`src/rtl/debug_dump_sequencer_pkg.sv`:
```
// debug_dump_pkg: shared FSM state encoding and ASCII framing constants for the debug dump sequencer.
package debug_dump_pkg;
  typedef enum logic [2:0] {
    S_IDLE,
    S_HEADER,
    S_SELECT,
    S_SETTLE,
    S_CAPTURE,
    S_SEND,
    S_NEXT,
    S_DONE
  } state_t;
  localparam logic [7:0] ASC_COLON = 8'h3A;
  localparam logic [7:0] ASC_CR    = 8'h0D;
  localparam logic [7:0] ASC_LF    = 8'h0A;
  localparam logic [7:0] ASC_P     = 8'h50;
  localparam logic [7:0] ASC_C     = 8'h43;
  localparam logic [7:0] ASC_EQ    = 8'h3D;
  localparam int LINE_LEN = 13;
  localparam int HDR_LEN  = 7;
endpackage

```
`src/rtl/debug_dump_sequencer_if.sv`:
```
// debug_dump_sequencer_if: debug mux select/data and UART TX byte handshake bundle.
interface debug_dump_sequencer_if #(parameter int SEL_W = 5);
  logic [SEL_W-1:0] debug_sel;
  logic [31:0]      debug_data;
  logic [7:0]       tx_data;
  logic             tx_valid;
  logic             tx_ready;
  modport master (output debug_sel, tx_data, tx_valid, input debug_data, tx_ready);
  modport slave  (input debug_sel, tx_data, tx_valid, output debug_data, tx_ready);
endinterface

```
`src/rtl/debug_dump_sequencer_hex_ascii.sv`:
```
// hex_ascii: combinational nibble to uppercase ASCII hex digit.
module hex_ascii (
  input  logic [3:0] i_nib,
  output logic [7:0] o_asc
);
  assign o_asc = (i_nib < 4'd10) ? 8'h30 + {4'd0, i_nib} : 8'h37 + {4'd0, i_nib};
endmodule

```
`src/rtl/debug_dump_sequencer.sv`:
```
// debug_dump_sequencer: walks every debug source and streams one ASCII hex line per source to UART TX.
// Define DEBUG_DUMP_HEADER_EN to prefix the dump with a "PC=xx" line.
module debug_dump_sequencer
  import debug_dump_pkg::*;
#(
  parameter int NUM_SOURCES   = 32,
  parameter int SEL_W         = 5,
  parameter int SETTLE_CYCLES = 2
) (
  input  logic                   clk,
  input  logic                   reset,
  input  logic                   start,
  input  logic [7:0]             pc,
  debug_dump_sequencer_if.master bus,
  output logic                   busy,
  output logic                   done
);
  localparam int SW = $clog2(SETTLE_CYCLES + 1);
  state_t           r_state, w_next;
  logic [7:0]       r_idx;
  logic [SW-1:0]    r_set;
  logic [3:0]       r_cnt;
  logic [31:0]      r_word;
  logic [SEL_W-1:0] r_sel;
  logic [7:0]       r_data;
  logic             r_valid;
  logic             w_xfer, w_last, w_hdr, w_load;
  logic [3:0]       w_k, w_nib;
  logic [2:0]       w_sh;
  logic [7:0]       w_hex, w_byte, w_pc;
`ifdef DEBUG_DUMP_HEADER_EN
  localparam bit HDR = 1'b1;
  logic [7:0] r_pc;
  always_ff @(posedge clk or negedge reset)
    if (!reset) r_pc <= '0;
    else        r_pc <= (r_state == S_IDLE && start) ? pc : r_pc;
  assign w_pc = r_pc;
`else
  localparam bit HDR = 1'b0;
  logic w_unused;
  assign w_unused = &{1'b0, pc};
  assign w_pc = 8'h00;
`endif
  assign busy          = r_state != S_IDLE;
  assign done          = r_state == S_DONE;
  assign bus.debug_sel = r_sel;
  assign bus.tx_data   = r_data;
  assign bus.tx_valid  = r_valid;
  assign w_xfer = r_valid & bus.tx_ready;
  assign w_last = (r_state == S_HEADER) ? r_cnt == 4'(HDR_LEN - 1) : r_cnt == 4'(LINE_LEN - 1);
  always_comb begin
    w_next = r_state;
    case (r_state)
      S_IDLE:    if (start) w_next = HDR ? S_HEADER : S_SELECT;
      S_HEADER:  if (w_xfer && w_last) w_next = S_SELECT;
      S_SELECT:  w_next = S_SETTLE;
      S_SETTLE:  if (r_set == SW'(SETTLE_CYCLES - 1)) w_next = S_CAPTURE;
      S_CAPTURE: w_next = S_SEND;
      S_SEND:    if (w_xfer && w_last) w_next = S_NEXT;
      S_NEXT:    w_next = (r_idx == 8'(NUM_SOURCES - 1)) ? S_DONE : S_SELECT;
      default:   w_next = S_IDLE;
    endcase
  end
  always_ff @(posedge clk or negedge reset)
    if (!reset) r_state <= S_IDLE;
    else        r_state <= w_next;
  // The byte register is always loaded one byte ahead: w_k is the index of the byte to present next.
  always_comb begin
    w_k    = (r_state == S_SEND || r_state == S_HEADER) ? r_cnt + 4'd1 : 4'd0;
    w_hdr  = HDR && (r_state == S_IDLE || r_state == S_HEADER);
    w_sh   = 3'(4'd10 - w_k);
    w_nib  = w_hdr ? (w_k == 4'd3 ? w_pc[7:4] : w_pc[3:0]) :
             w_k == 4'd0 ? r_idx[7:4] : w_k == 4'd1 ? r_idx[3:0] : r_word[{w_sh, 2'b00} +: 4];
    w_byte = w_hdr ? (w_k == 4'd0 ? ASC_P : w_k == 4'd1 ? ASC_C : w_k == 4'd2 ? ASC_EQ :
                      w_k == 4'd5 ? ASC_CR : w_k == 4'd6 ? ASC_LF : w_hex) :
                     (w_k == 4'd2 ? ASC_COLON : w_k == 4'd11 ? ASC_CR : w_k == 4'd12 ? ASC_LF : w_hex);
    w_load = r_state == S_CAPTURE || (HDR && r_state == S_IDLE && start) ||
             ((r_state == S_SEND || r_state == S_HEADER) && w_xfer && !w_last);
  end
  hex_ascii u_hex (.i_nib(w_nib), .o_asc(w_hex));
  always_ff @(posedge clk or negedge reset)
    if (!reset) begin
      r_idx   <= '0;
      r_set   <= '0;
      r_cnt   <= '0;
      r_word  <= '0;
      r_sel   <= '0;
      r_data  <= '0;
      r_valid <= 1'b0;
    end else begin
      r_idx   <= (r_state == S_IDLE && start) ? 8'd0 : (r_state == S_NEXT && w_next == S_SELECT) ? r_idx + 8'd1 : r_idx;
      r_set   <= (r_state == S_SETTLE) ? r_set + SW'(1) : '0;
      r_cnt   <= (r_state == S_SEND || r_state == S_HEADER) ? (w_xfer ? r_cnt + 4'd1 : r_cnt) : 4'd0;
      r_word  <= (r_state == S_CAPTURE) ? bus.debug_data : r_word;
      r_sel   <= (w_next == S_IDLE) ? '0 : (r_state == S_SELECT) ? r_idx[SEL_W-1:0] : r_sel;
      r_valid <= w_load ? 1'b1 : (w_xfer && w_last) ? 1'b0 : r_valid;
      r_data  <= w_load ? w_byte : r_data;
    end
endmodule

```
`src/flat_wrapper.sv`:
```
// flat-port wrapper written by rule: the top's interface ports become plain ports
module debug_dump_sequencer_flat import debug_dump_pkg::*;
#(
  parameter int NUM_SOURCES   = 32,
  parameter int SEL_W         = 5,
  parameter int SETTLE_CYCLES = 2
)
  (clk, reset, start, pc, busy, done, bus_debug_sel, bus_tx_data, bus_tx_valid, bus_debug_data, bus_tx_ready);
  debug_dump_sequencer_if #(.SEL_W(SEL_W)) bus_i ();
  input  logic clk;
  input  logic reset;
  input  logic start;
  input  logic [7:0] pc;
  output logic busy;
  output logic done;
  output wire logic [$bits(bus_i.debug_sel)-1:0] bus_debug_sel;
  output wire logic [$bits(bus_i.tx_data)-1:0] bus_tx_data;
  output wire logic [$bits(bus_i.tx_valid)-1:0] bus_tx_valid;
  input wire logic [$bits(bus_i.debug_data)-1:0] bus_debug_data;
  input wire logic [$bits(bus_i.tx_ready)-1:0] bus_tx_ready;
  assign bus_debug_sel = bus_i.debug_sel;
  assign bus_tx_data = bus_i.tx_data;
  assign bus_tx_valid = bus_i.tx_valid;
  assign bus_i.debug_data = bus_debug_data;
  assign bus_i.tx_ready = bus_tx_ready;
  debug_dump_sequencer #(.NUM_SOURCES(NUM_SOURCES), .SEL_W(SEL_W), .SETTLE_CYCLES(SETTLE_CYCLES)) u_core (.clk(clk), .reset(reset), .start(start), .pc(pc), .bus(bus_i), .busy(busy), .done(done));
endmodule
```
`config.mk`:
```
export PLATFORM = sky130hd
export DESIGN_NAME = debug_dump_sequencer_flat
export DESIGN_NICKNAME = d
export VERILOG_FILES = /design/src/rtl/debug_dump_sequencer_pkg.sv /design/src/rtl/debug_dump_sequencer_if.sv /design/src/rtl/debug_dump_sequencer_hex_ascii.sv /design/src/rtl/debug_dump_sequencer.sv /design/src/flat_wrapper.sv
export SDC_FILE = /design/constraint.sdc
export NUM_CORES = 1
export LEC_CHECK = 0
export CORE_MARGIN = 10
export CORE_UTILIZATION = 30
export DETAILED_ROUTE_END_ITERATION = 6
export GPL_TIMING_DRIVEN = 0
export SLEW_MARGIN = 5
export SYNTH_ARGS = -nofsm -noshare
export SYNTH_HDL_FRONTEND = slang
export SYNTH_SLANG_ARGS = --single-unit
```
`constraint.sdc`:
```
create_clock -name clk -period 2.4 [get_ports clk]
set_input_delay 0.24 -clock clk [delete_from_list [all_inputs] [get_ports clk]]
set_output_delay 0.24 -clock clk [all_outputs]
set_load 0.05 [all_outputs]
```
* Yosys cells after proc, flatten, opt, wreduce, memory -nomap -nowiden
Index checks and enable logic that the tools add are counted.
** Word-level totals
- Logic and storage cells :: 72
- Register bits after elaboration :: 63
- Output and inout port bits :: 16
- Input bits :: 44
** Operators by class
- $add $sub $neg :: 6
- Equal/unequal tests :: 17
- Reduce and logical (&&, ||, !) cells :: 15
- Shift-type cells :: 1
- Bitwise gates (word level) :: 1
- Multiplexer cells :: 23
- Order comparisons :: 1
** Operators by type and width (number)
- $mux 8 :: 4
- $shiftx 32x6->4 :: 1
- $pmux 3 s7 :: 1
- $mux 4 :: 5
- $mux 3 :: 5
- $add 6x4->7 const A :: 2
- $mux 7 :: 2
- $eq 3x3->1 const B :: 4
- $eq 4x4->1 const B :: 3
- $mux 5 :: 2
- $eq 3x2->1 const B :: 3
- $add 8x1->8 const B :: 1
- $eq 8x5->1 const B :: 1
- $logic_not 3->1 :: 2
- $reduce_bool 2->1 :: 3
- $logic_and 1x1->1 :: 5
- $add 4x1->4 const B :: 1
- $eq 4x1->1 const B :: 1
- $eq 4x2->1 const B :: 1
- $eq 4x3->1 const B :: 1
- $logic_not 4->1 :: 1
- $lt 4x4->1 const B :: 1
- $eq 3x1->1 const B :: 1
- $mux 1 :: 3
- 9 further kinds :: 10

* Logic depth before layout (Yosys ltp)
- Word-level depth :: 12
- Depth in mapped cells :: 11
- Gate-level depth less buffers :: 10

* By module
From an unflattened synthesis, not the netlist that was laid out.
** Unflattened totals
- Cell total of the unflattened synthesis :: 320
- Area total of the unflattened synthesis :: 3477.1 um^2
** Modules (own cells, without submodules)
- debug_dump_sequencer :: area an instance 3372.0 um^2, cells each 304, instances 1
- hex_ascii :: area an instance 105.1 um^2, cells each 16, instances 1

* Least setup slack after synthesis
Ideal clock, no wire load.
- Path kind :: flip-flop to flip-flop
- From :: register u_core.r_cnt[1]
- To :: register u_core.r_data[1], in the netlist u_core.bus.tx_data[1]
- Setup time :: 0.077 ns
- Stages on the path, launching flop included :: 11
- Arrival time :: 2.586 ns
- Path slack :: -0.263 ns
- Period minus slack after synthesis :: 2.663 ns
- Cells stage by stage :: dfrtp_1 -> ha_1 -> buf_2 -> mux2_2 -> a22oi_1 -> a2bb2oi_1 -> o21bai_1 -> and2_1 -> ha_1 -> a221o_1 -> a21oi_1
** On the way
- Longest elaborated chain between the ends :: 11
- Elaborated cells on any way between the ends :: 24
** RTL lines
- start: declaration :: line debug_dump_sequencer.sv:22 : logic [3:0] r_cnt;
- start signal: assignment :: line debug_dump_sequencer.sv:93 : r_cnt <= (r_state == S_SEND || r_state == S_HEADER) ? (w_xfer ? r_cnt + 4'd1 : r_cnt) : 4'd0;
- $add 4x1->4 :: line debug_dump_sequencer.sv:69 : w_k = (r_state == S_SEND || r_state == S_HEADER) ? r_cnt + 4'd1 : 4'd0;
- $mux 4 :: line debug_dump_sequencer.sv:69
- $sub 2x3->3 :: line debug_dump_sequencer.sv:71 : w_sh = 3'(4'd10 - w_k);
- $shiftx 32x6->4 :: line debug_dump_sequencer.sv:73 : w_k == 4'd0 ? r_idx[7:4] : w_k == 4'd1 ? r_idx[3:0] : r_word[{w_sh, 2'b00} +: 4];
- $mux 4 (2 in series) :: line debug_dump_sequencer.sv:73
- $add 6x4->7 or $lt 4x4->1 (tied branches) :: line debug_dump_sequencer_hex_ascii.sv:6 : assign o_asc = (i_nib < 4'd10) ? 8'h30 + {4'd0, i_nib} : 8'h37 + {4'd0, i_nib};
- $mux 7 :: line debug_dump_sequencer_hex_ascii.sv:6
- $mux 7 :: line debug_dump_sequencer.sv:76 : (w_k == 4'd2 ? ASC_COLON : w_k == 4'd11 ? ASC_CR : w_k == 4'd12 ? ASC_LF : w_hex);
- $mux 8 (2 in series) :: line debug_dump_sequencer.sv:76
- end signal: assignment :: line debug_dump_sequencer.sv:97 : r_data <= w_load ? w_byte : r_data;
- end: declaration :: line debug_dump_sequencer.sv:25 : logic [7:0] r_data;
Parallel ways exist; a longest one is shown, timed or not.
A chain may end at the register's enable or synchronous reset.

* Final worst setup path
- From :: register u_core.r_cnt[0]
- To :: register u_core.r_data[1], in the netlist u_core.bus.tx_data[1]
The elaborated chain is that of the path after synthesis.

==> flow_metrics.py <==
metrics = {
    "status": {
        "status": "finished, violations left",
        "violations": "negative setup slack",
    },
    "routing": {
        "avgViaCountPerCell": 5.076,
        "drc": 0,
        "wl_mm": 8.903,
        "firstDrtPassIters": 4,
        "ant_nets": 0,
        "wire_per_inst_um": 16.58,
        "drt-initial-drc-count": 171,
        "vias": 2726,
    },
    "job": {
        "drv_cap": 0,
    },
    "sta": {
        "setup_violations": 6,
        "setup_tns_ns": -0.3451,
        "slew_viol_final": 0,
        "max_freq_mhz": 387.0,
        "fin_ws_ns": -0.1839,
        "skew_ns": 0.005904,
        "fin_crit_ns": 2.584,
        "post-route-period-util_pct": 107.7,
        "slew_headroom_pct": 46.97,
        "rsz0062_at_grt": "true",
        "final_hold_viol_count": 0,
        "worst_pin_slew_ns": 0.7955,
    },
    "cts": {
        "cts_buffer_depth": 2,
        "htree_levels": 3,
        "tritoncts": "built",
        "insertion_delay_ns": 0.32,
        "clk_pin_slew_worst_paths_ns": 0.05,
        "cts_made_buffers": 9,
        "cts_root_buf": "clkbuf_16",
        "cts_hold_buffers": 0,
        "cts.sink_count": 62,
    },
    "logic_synthesis": {
        "ys_types": 61,
        "synth.area.mux_share_pct": 14.44,
        "synth-simple-area-share_pct": 15.78,
        "synth_top_family_by_area": "simple AND/OR/NAND/NOR gates",
        "synth_common_cells": "dfrtp_1, mux2_2, nor2_1, nand2_1, a21oi_1",
        "ys.flop_type": "dfrtp_1",
        "synth.most_common_cell": "dfrtp_1",
        "synth_top_area_cell": "dfrtp_1",
        "synth_fa_ha_area_share_pct": 1.485,
        "ys_seq_area_share_pct": 46.03,
        "syn-num-nets": 365,
        "avgSynthCellArea_um2": 10.63,
        "synthArstFlopShare_pct": 100.0,
        "synthesis.area_um2": 3371,
        "ys.warnings.count": 0,
        "synth_seq_cells": 62,
        "synthCells": 317,
        "synth-xor-area-share_pct": 3.563,
        "synth_area_leaders": "dfrtp_1, mux2_2, nor2_1",
        "synth-edff-count": 0,
        "synth-compound-area-share_pct": 15.70,
        "synth_top_area_share_pct": 46.03,
    },
    "critical_path": {
        "path_buf_inv": 1,
        "required_ns": 2.65,
        "startpoint_type": "flip-flop",
        "end_kind": "flip-flop",
        "cp-startpoint": "u_core.r_cnt[0]$_DFFE_PN0P_",
        "path_max_fanout": 8,
        "slowest_delay_ns": 0.43,
        "worst_path_max_delay_cell": "dfrtp_2",
        "worstSetupPathType": "reg2reg",
        "reg2reg_from": "u_core.r_cnt[0]$_DFFE_PN0P_",
        "cp.arrival_ns": 2.83,
        "crit_path_frequent_cell": "ha_4",
        "path_cells": "ha_4 > buf_8 > mux2_4 > a32oi_2 > a211oi_2 > o21bai_2 > and2_4 > ha_4 > a221o_1 > a21oi_2",
        "cp_top_family": "compound AO/OA/AOI/OAI gates",
    },
    "global_routing": {
        "grt-ovfl-total": 0,
        "antenna_found_initial": 0,
        "grt_pass1_wl_mm": 14.85,
        "grt_max_degree": 63,
        "grt_pass1_vias": 2909,
        "grt_use_total_pct": 11.30,
    },
    "placed_design": {
        "portBuffers": 50,
        "gp_congestion": 0.9013,
        "hpwl_mm": 6.225,
        "dp.cells": 507,
    },
    "power_and_ir_drop": {
        "power.total_mw": 8.024,
        "power_density_nw_per_um2": 1737,
        "irDropWorstVdd_mv": 0.7055,
        "p_leak_nw": 1.835,
    },
    "layout": {
        "drive_gt1_share_pct": 28.72,
        "ff_latch_area_um2": 1555,
        "diodes": 0,
        "area_delta_synth_final_pct": 37.05,
        "fin_nets": 441,
        "utilization_pct": 42.24,
        "fillCellCount": 1061,
        "multi_input_area_um2": 1883,
        "instances_no_fill": 537,
    },
    "floorplanning": {
        "die_w_um": 126,
        "rows": 38,
        "die_area_um2": 15880,
        "initial_core_util_pct": 30.82,
        "core-area_um2": 10940,
        "pin_count": 60,
        "die_y_um": 126,
    },
    "min_path": {
        "hold_class": "in2async",
    },
}
[through the flow]
| step | instance area, um2 | hold WS, ns | setup slack, ns |
|---|---|---|---|
| 2_1_floorplan | 3396 | -0.05559 | -0.07376 |
| 3_3_place_gp | 4071 | 0.4220 | -1.196 |
| 3_5_place_dp | 4069 | 0.3881 | -0.4438 |
| 4_1_cts | 4574 | 0.04505 | -0.1304 |
| 5_1_grt | 4619 | 0.08387 | -0.2516 |
| 6_report | 4619 | 0.005467 | -0.1839 |
[registers in the layout, indices dropped and copies added (netlist names)]
name and flops:
u_core.r_word 32, u_core.r_idx 8, u_core.bus.tx_data 7, u_core.bus.debug_sel 5, u_core.r_cnt 4, u_core.r_state 3, u_core.r_set 2, u_core.bus.tx_valid 1
[placed cells by master (no fill, tap or decap), types with 3 or more instances in the layout]
cell type        instances
a21o_1                   4
a21oi_1                 11
a21oi_2                  6
a22o_1                   7
a22oi_1                  4
and3_1                   4
buf_2                    4
buf_4                   20
clkbuf_1                 7
clkbuf_16                9
clkdlybuf4s50_1         47
dfrtp_1                 59
dfrtp_2                  3
mux2_2                  33
mux2i_1                  7
nand2_1                 18
nand2b_1                 5
nand3_1                  8
nand3b_1                 3
nand4_1                  4
nor2_1                  24
nor2b_1                 11
nor3_1                   3
o211ai_1                 5
o21ai_0                 11
or3_1                    3
xor2_1                   7
[final timing paths]
kind	end	slack (ns)	cells past startpoint
worst max-delay path	u_core.bus.tx_data[1]$_DFFE_PN0P_	-0.18	10
worst max register to register	u_core.bus.tx_data[1]$_DFFE_PN0P_	-0.18	10
worst min register to register	u_core.r_set[0]$_DFF_PN0_	0.45	1
max in group asynchronous	u_core.r_state[1]$_DFF_PN0_	1.83	1
min in group clk	u_core.r_set[0]$_DFF_PN0_	0.45	1
worst min-delay path	u_core.r_word[7]$_DFFE_PN0P_	0.005	1
[worst reg2reg max path: stages, from the launching register on]
cell      delay [ns]
dfrtp_2         0.43
ha_4            0.33
buf_8           0.14
mux2_4          0.31
a32oi_2         0.16
a211oi_2        0.10
o21bai_2        0.22
and2_4          0.19
ha_4            0.19
a221o_1         0.33
a21oi_2         0.12
[routing by layer]
layer / vias up / GRT usage, % / routed length (um) / part of all wire (%)
met5: - / 0 / 0 / 0
met4: 0 / 4.956 / 212 / 2.4
met3: 14 / 2.601 / 380 / 4.3
met2: 62 / 17.37 / 4064 / 46
met1: 1340 / 14.81 / 4246 / 48
li1: 1310 / - / - / -
[cell type report]
class                           count  area share (%)
Clock buffer                       12           5.553
Multi-Input combinational cell    235           40.76
Sequential cell                    62           33.67
Timing Repair Buffer               66           13.24
Inverter                            2          0.1625
Clock inverter                      3          0.4334
Tap cell                          140           3.792
Buffer                             17           2.384
[repair_timing]
| item | 4_1_cts | 5_1_grt |
|---|---|---|
| endpoints found under the setup margin | 39 | 8 |
| endpoints found under the hold margin | 0 | 0 |
| pin swaps | 17 | 9 |
| buffers inserted | 13 | 3 |
| gates resized for setup | 36 | 9 |
[cells by family after synthesis]
group	after synthesis
flops	62
compound gates	75
simple gates	100
other cells	1
buf+inv	20
xor+xnor	12
mux	43
fa+ha+maj	4
[power breakdown]
group | internal [mW] | switching [mW]
sequential | 1.55 | 0.406
combinational | 2.37 | 2.51
clock | 0.747 | 0.446
total | 4.67 | 3.36
No activity file was read; power rests on OpenSTA's default activity.
